===== src/rtl/avmm_rr_arbiter.sv =====
// Round-robin arbiter sharing one Avalon-MM configuration slave among NUM_REQ masters.
// One transaction in flight at a time; reads that never return are answered with TIMEOUT_DATA.
module avmm_rr_arbiter #(
  parameter int unsigned           NUM_REQ      = 2,
  parameter int unsigned           AVMM_WIDTH   = 32,
  parameter int unsigned           BYTE_WIDTH   = 4,
  parameter int unsigned           ADDR_WIDTH   = 17,
  parameter int unsigned           RD_TIMEOUT   = 255,
  parameter logic [AVMM_WIDTH-1:0] TIMEOUT_DATA = 32'hDEAD_BEEF
) (
  input  logic                                              clk,
  input  logic                                              rst,
  input  logic [NUM_REQ*ADDR_WIDTH-1:0]                     m_address,
  input  logic [NUM_REQ-1:0]                                m_read,
  input  logic [NUM_REQ-1:0]                                m_write,
  input  logic [NUM_REQ*AVMM_WIDTH-1:0]                     m_writedata,
  input  logic [NUM_REQ*BYTE_WIDTH-1:0]                     m_byteenable,
  output logic [NUM_REQ-1:0]                                m_waitrequest,
  output logic [AVMM_WIDTH-1:0]                             m_readdata,
  output logic [NUM_REQ-1:0]                                m_readdatavalid,
  output logic [ADDR_WIDTH-1:0]                             s_address,
  output logic                                              s_read,
  output logic                                              s_write,
  output logic [AVMM_WIDTH-1:0]                             s_writedata,
  output logic [BYTE_WIDTH-1:0]                             s_byteenable,
  input  logic [AVMM_WIDTH-1:0]                             s_readdata,
  input  logic                                              s_readdatavalid,
  input  logic                                              s_waitrequest,
  output logic                                              rd_timeout,
  output logic [((NUM_REQ > 1) ? $clog2(NUM_REQ) : 1)-1:0]  owner
);

  localparam int unsigned OWNER_W = (NUM_REQ > 1) ? $clog2(NUM_REQ) : 1;
  localparam int unsigned CNT_W   = (RD_TIMEOUT > 0) ? $clog2(RD_TIMEOUT + 1) : 1;

  typedef enum logic [1:0] {
    ST_IDLE    = 2'd0,
    ST_GRANT   = 2'd1,
    ST_WAIT_RD = 2'd2
  } state_t;

  state_t               r_state;
  state_t               w_state_nxt;
  logic [OWNER_W-1:0]   r_owner;
  logic [OWNER_W-1:0]   w_owner_nxt;
  logic [OWNER_W-1:0]   r_last;
  logic [OWNER_W-1:0]   w_last_nxt;
  logic [CNT_W-1:0]     r_cnt;
  logic [CNT_W-1:0]     w_cnt_nxt;
  logic                 r_rd_timeout;
  logic                 w_rd_timeout_nxt;

  logic [NUM_REQ-1:0]    w_req;
  logic [ADDR_WIDTH-1:0] w_addr [NUM_REQ];
  logic [AVMM_WIDTH-1:0] w_wdata [NUM_REQ];
  logic [BYTE_WIDTH-1:0] w_be [NUM_REQ];
  logic                  w_own_write;
  logic                  w_own_read;
  logic                  w_own_req;
  logic                  w_timeout_hit;
  logic                  w_grant_vld;
  logic [OWNER_W-1:0]    w_grant;

  assign w_req = m_read | m_write;

  // Unpack the per-master buses so the owner can select its slice by index.
  for (genvar gi = 0; gi < NUM_REQ; gi++) begin : g_unpack
    assign w_addr[gi]  = m_address[gi*ADDR_WIDTH +: ADDR_WIDTH];
    assign w_wdata[gi] = m_writedata[gi*AVMM_WIDTH +: AVMM_WIDTH];
    assign w_be[gi]    = m_byteenable[gi*BYTE_WIDTH +: BYTE_WIDTH];
  end

  // Write has priority over read when a master raises both.
  assign w_own_write   = m_write[r_owner];
  assign w_own_read    = m_read[r_owner] & ~m_write[r_owner];
  assign w_own_req     = w_req[r_owner];
  assign w_timeout_hit = (r_cnt == CNT_W'(RD_TIMEOUT));

  // First requester found searching upward from the master after the last one served.
  always_comb begin
    w_grant_vld = 1'b0;
    w_grant     = '0;
    for (int unsigned k = 1; k <= NUM_REQ; k++) begin
      if (!w_grant_vld && w_req[OWNER_W'((32'(r_last) + k) % NUM_REQ)]) begin
        w_grant_vld = 1'b1;
        w_grant     = OWNER_W'((32'(r_last) + k) % NUM_REQ);
      end
    end
  end

  always_ff @(posedge clk or posedge rst) begin
    if (rst) begin
      r_state      <= ST_IDLE;
      r_owner      <= '0;
      r_last       <= OWNER_W'(NUM_REQ - 1);
      r_cnt        <= '0;
      r_rd_timeout <= 1'b0;
    end else begin
      r_state      <= w_state_nxt;
      r_owner      <= w_owner_nxt;
      r_last       <= w_last_nxt;
      r_cnt        <= w_cnt_nxt;
      r_rd_timeout <= w_rd_timeout_nxt;
    end
  end

  always_comb begin
    w_state_nxt      = r_state;
    w_owner_nxt      = r_owner;
    w_last_nxt       = r_last;
    w_cnt_nxt        = r_cnt;
    w_rd_timeout_nxt = r_rd_timeout;
    m_waitrequest    = '1;
    m_readdatavalid  = '0;
    m_readdata       = s_readdata;
    s_address        = '0;
    s_read           = 1'b0;
    s_write          = 1'b0;
    s_writedata      = '0;
    s_byteenable     = '0;

    case (r_state)
      ST_IDLE: begin
        if (w_grant_vld) begin
          w_owner_nxt = w_grant;
          w_state_nxt = ST_GRANT;
        end
      end

      ST_GRANT: begin
        s_address              = w_addr[r_owner];
        s_writedata            = w_wdata[r_owner];
        s_byteenable           = w_be[r_owner];
        s_write                = w_own_write;
        s_read                 = w_own_read;
        m_waitrequest[r_owner] = s_waitrequest;
        if (w_own_write && !s_waitrequest) begin
          w_last_nxt  = r_owner;
          w_state_nxt = ST_IDLE;
        end else if (w_own_read && !s_waitrequest) begin
          w_last_nxt  = r_owner;
          w_cnt_nxt   = '0;
          w_state_nxt = ST_WAIT_RD;
        end else if (!w_own_req) begin
          // Master withdrew before acceptance: drop it without advancing the pointer.
          w_state_nxt = ST_IDLE;
        end
      end

      ST_WAIT_RD: begin
        w_cnt_nxt = r_cnt + CNT_W'(1);
        if (s_readdatavalid) begin
          m_readdatavalid[r_owner] = 1'b1;
          w_state_nxt              = ST_IDLE;
        end else if (w_timeout_hit) begin
          m_readdatavalid[r_owner] = 1'b1;
          m_readdata               = TIMEOUT_DATA;
          w_rd_timeout_nxt         = 1'b1;
          w_state_nxt              = ST_IDLE;
        end
      end

      default: begin
        w_state_nxt = ST_IDLE;
      end
    endcase
  end

  assign rd_timeout = r_rd_timeout;
  assign owner      = r_owner;

endmodule

===== config.mk =====
export PLATFORM = sky130hd
export DESIGN_NAME = avmm_rr_arbiter
export DESIGN_NICKNAME = d
export VERILOG_FILES = /design/src/rtl/avmm_rr_arbiter.sv
export SDC_FILE = /design/constraint.sdc
export NUM_CORES = 1
export LEC_CHECK = 0
export BUFFER_PORTS_ARGS = -buffer_cell sky130_fd_sc_hd__buf_2
export CORE_AREA = 4 4 90 92
export CTS_BUF_LIST = sky130_fd_sc_hd__clkbuf_16
export DETAILED_ROUTE_END_ITERATION = 8
export DIE_AREA = 0 0 94 96
export GPL_ROUTABILITY_DRIVEN = 0
export PLACE_DENSITY = 0.66
export SLEW_MARGIN = 40
export SYNTH_ARGS = -nofsm -noshare
export SYNTH_HDL_FRONTEND = slang
export SYNTH_SLANG_ARGS = --single-unit

===== constraint.sdc =====
create_clock -name clk -period 2 [get_ports clk]
set_input_delay 0.2 -clock clk [delete_from_list [all_inputs] [get_ports clk]]
set_output_delay 0.2 -clock clk [all_outputs]
set_load 0.01 [all_outputs]

# Yosys cells after proc, flatten, opt, wreduce, memory -nomap -nowiden
# Index checks and enable logic that the tools add are counted.
[op_classes]
add_sub_neg = 3
mul = 0
div_mod_pow = 0
magnitude_cmp = 5
eq_ne = 8
n_shift = 0
muxes = 49
bitwise = 7
n_reduce_logical = 14
[op_table]
columns = ["op", "n"]
rows = [
  ["32-bit two-way mux", 7],
  ["17-bit two-way mux", 4],
  ["2-bit two-way mux", 10],
  ["1-bit two-way mux", 19],
  ["4-bit two-way mux", 4],
  ["8-bit two-way mux", 2],
  ["8-bit one-hot mux with 2 select lines", 1],
  ["3-bit AND reduction", 3],
  ["8-bit by 1-bit adder with 8-bit output (second input constant)", 1],
  ["8-bit == test (second input constant)", 1],
  ["1-bit by 2-bit < comparator with 1-bit output (second input constant)", 3],
  ["2-bit inequality test (second input constant)", 3],
  ["2-bit one-hot mux with 3 select lines", 1],
  ["1-bit logical AND", 4],
  ["4-bit inequality test (second input constant)", 1],
  ["2-bit OR", 2],
  ["2-bit AND reduction", 2],
  ["2-bit nonzero test", 2],
  ["3-bit inequality test (second input constant)", 1],
  ["1-bit adder (second input constant)", 2],
  ["2-bit by 1-bit == test with 1-bit output (second input constant)", 1],
  ["2-bit == test (second input constant)", 1],
  ["2-bit greater-or-equal comparator (second input constant)", 1],
  ["1-bit zero test", 2],
  ["7 further kinds", 8],
]
[word_totals]
register_bits = 13
latchBits = 0
ram_bits = 0
romBits = 0
output_inout_bits = 93
wordCells = 91
mem_count = 0

# Logic depth before layout (Yosys ltp)
[logic_depth]
depth_word = 9
ltp_mapped = 5

# Worst setup path before layout
# OpenSTA, ideal clock, no wires.
[synth_path]
path_type = "reg2out"
from = "register r_state[0]"
to = "output port m_readdata[10]"
t_arrival_ps = 1337
required_ps = 1800
setup_slack_ps = 463
stages_incl_launch_ff = 6
n_path_buf = 2
cell_sequence = "dfrtp_1 -> buf_6 -> nand4b_2 -> nor4_4 -> clkbuf_1 -> or2_2"
[synth_between]
elab_chain_cells = 2
[synth_rtl]
columns = ["item", "line", "text"]
rows = [
  ["from (decl)", "42", "state_t r_state;"],
  ["from (signal assigned)", "99", "r_state <= w_state_nxt;"],
  ["2-bit == test", "122", "case (r_state)"],
  ["32-bit two-way mux", "122", ""],
  ["to (decl)", "19", "output logic [AVMM_WIDTH-1:0] m_readdata,"],
]
# No other way between the ends.

# Worst setup path after layout
[layout_path]
from = "register r_cnt[1]"
to = "output port m_readdata[6]"
[layout_between]
elab_chain_cells = 4
[layout_rtl]
columns = ["item", "line", "text"]
rows = [
  ["from (decl)", "48", "logic [CNT_W-1:0] r_cnt;"],
  ["from (signal assigned)", "102", "r_cnt <= w_cnt_nxt;"],
  ["8-bit == test", "77", "assign w_timeout_hit = (r_cnt == CNT_W'(RD_TIMEOUT));"],
  ["32-bit two-way mux", "155", "end else if (w_timeout_hit) begin"],
  ["32-bit two-way mux", "152", "if (s_readdatavalid) begin"],
  ["32-bit two-way mux", "122", ""],
]
# No other way between the ends.

==> run metrics <==
top cell type's share of synthesized area=30.0%; sequential cell fraction of total power=13.8%; drt pass-1 iters=4; violated checks=negative hold slack; placed inst area=3060 µm²; cell mode on critical path=buf_4; Finished Cell Area=3340 µm²; power density cells=1020 nW/µm²; #FFs+latches synth=13; layout cells sized above 1=61.6%; Rel. slew slack=61.3%; met2 Resource Use GR=29.2%; die width=94 µm; WL per Instance=14.6 µm; clk_skew=0.00176 ns; synth unique cells=41; global-route wire length before repair=11300 µm; Fmax=518 MHz; Switching Fraction=47.3%; Slowest-stage cell, CP=dfrtp_1; crit start category=register; diodes inserted=0; die area=9020 µm²; Post-Layout Cell Count=576; Yosys top cell by area=mux2i_1; Leak=2.01 nW; Synth Area in Compound Gates=8.61%; mapped cell area=1800 µm²; post-synthesis xor/xnor area fraction=0.486%; routed vias/inst=4.47; Clk pwr share=11.1%; Port Buf Inserts=238; critical path capture point type=output port; Post-synth EDFFs=0; CTS clk-pin slew, worst paths=0.05 ns; Peak VDD IR=0.683 mV; initial core utilization=25.0%; via count=2572; syn_area_per_cell=7.57 µm²; met1 usage=17.7%; number of H-tree levels=1; worst-skew pair later-pin latency=0.24 ns; HPWL Detailed=7010 µm; Post-Synthesis Cells=238; vias in the first global route=2432; CP Cell Sequence=ha_4 > nand4b_4 > nor4_4 > buf_4 > buf_4 > or2_2 > buf_6; final worst-path cycle share=96.6%; CTS Sinks=13; multiplexer share of the synthesized area=30.0%; Hold Crit Class=primary input to asynchronous set/reset pin; CTS tree=done; Synth top cells by count=nor2_1, mux2i_1, or2_2; Core Region=7210 µm²; final hold violation count=12; GRT busiest layer=met2; Critical Path RT=1.80 ns; count leader, synth=nor2_1; Routed WL=8430 µm; post-synthesis sequential area ratio=18.1%; DR iter-0 viols=42; Max Cap Viol=0; grt ovf=0; Slew @ Worst Pin=0.581 ns; Primary FF master, synth=dfrtp_1; IO Pins=239; post-layout util=46.2%; CTS buffer count=3; # setup viols final=0; residual DRC count=0; largest net degree at the start of global routing=57; Max Transition Viols Final=0; crit path kind=register to output port; area growth from synthesis to layout=85.1%; CP peak stage delay=0.40 ns; Filler cells=724; Die Ht=96 µm; status=finished, violations left; Root Driver=clkbuf_16; Net Count, Synth=385; setup_tns=0 ns; Rows=31; FFs w/ async S/R, synth=100%; Synth Area in Adders=0.694%; worst-case clock buffer depth=2; Yosys warnings=0; Final min period=1.93 ns; combinational power share=75.1%; smallest hold slack=-0.00994 ns; critical path arrival=1.73 ns; layout net count=625; grt met3 use=2.50%; total track usage=15.6%; Worst Path Max Fanout=8; hold buffer count at cts=0; post-synthesis simple-gate area fraction=35.5%; post-route ant nets=0; combinational family with the most area after synthesis=simple AND/OR/NAND/NOR gates; placed instance count=561; Internal Pwr Total=0.00180 W; NetSw=0.00161 W; initial antenna violation count=0; Synth area leaders=mux2i_1, dfrtp_1, nor2_1, or2_2, nor2b_1
final timing paths:
path,cells after the start,end,slack [ns],start
max reg2reg,3,r_cnt[0],0.33,owner
min,2,r_cnt[2],-0.01,rst
min reg2reg,1,rd_timeout,0.46,rd_timeout
min in group clk,3,r_state[0],0.32,m_read[0]
max in group asynchronous,2,owner,1.62,rst
max,7,m_readdata[6],0.07,r_cnt[1]
routing by layer:
| layer | part of all wire, % | wire length (µm) |
|---|---|---|
| met1 | 37 | 3080 |
| met2 | 52 | 4380 |
| met3 | 8.4 | 710 |
| met4 | 3.0 | 255 |
| met5 | 0 | 0 |
repair_timing:
action | in CTS | in global routing
cloned | 0 | 4
resized for setup | 2 | 25
setup endpoints to repair | 1 | 31
buffers inserted | 0 | 7
pin swaps | 0 | 3
cells in the final DEF (no fill, tap or decap), types with 2 or more instances in the layout:
master	count
or2_4	2
dfrtp_1	9
mux2i_1	54
nand3b_1	2
dfrtp_2	2
clkbuf_16	3
and2b_1	2
nor3_1	3
or3_1	3
nand3_1	2
a21o_1	2
buf_2	227
a21oi_1	5
nand2b_1	3
buf_6	15
o31ai_1	3
nor2_1	58
o21ai_0	6
nand2_1	8
or2_2	23
buf_4	11
nor2b_1	7
inv_1	6
critical path: cells and delay by family, from the launching register on:
family / cells / cell delay [ns]
AND/OR/NAND/NOR: 3 / 0.46
buffers and inverters: 3 / 0.44
flip-flops: 1 / 0.40
adder cells (fa/ha/maj): 1 / 0.18
sequential cells by signal (all words and copies together), names as in the netlist:
signal	flops
r_last	1
r_state	2
rd_timeout	1
owner	1
r_cnt	8
area by class of cell:
cell class	count	area, µm²	area share, %
clock buffers	3	75.1	2.25
inverters	5	18.8	0.563
clock inverters	1	3.75	0.113
repair buffers	254	1400	41.8
flip-flops and latches	13	333	9.98
multi-input cells	201	1390	41.6
well taps	99	124	3.71
cells by family after synthesis:
logic type,Yosys count
AND/OR/NAND/NOR,122
multiplexers,54
buffers and inverters,24
AO/OA/AOI/OAI,23
flip-flops,13
XOR/XNOR,1
adder cells (fa/ha/maj),1
power groups by stage:
| stage | registers (W) | clock network (W) | logic (W) |
|---|---|---|---|
| 2_1_floorplan | 0.000408 | 0 | 0.00165 |
| 3_3_place_gp | 0.000465 | 0 | 0.00245 |
| 3_5_place_dp | 0.000473 | 0 | 0.00249 |
| 4_1_cts | 0.000473 | 0.000389 | 0.00250 |
| 5_1_grt | 0.000496 | 0.000397 | 0.00280 |
| 6_report | 0.000472 | 0.000378 | 0.00256 |
through the flow:
step           hold slack, ns  setup slack, ns  total power, W
2_1_floorplan          0.0762            0.463         0.00206
3_3_place_gp            0.265            0.240         0.00292
3_5_place_dp            0.272            0.210         0.00296
4_1_cts                0.0171           0.0139         0.00336
5_1_grt                0.0438          -0.0191         0.00370
6_report             -0.00994           0.0683         0.00341
Power figures use the tool's default switching activity.
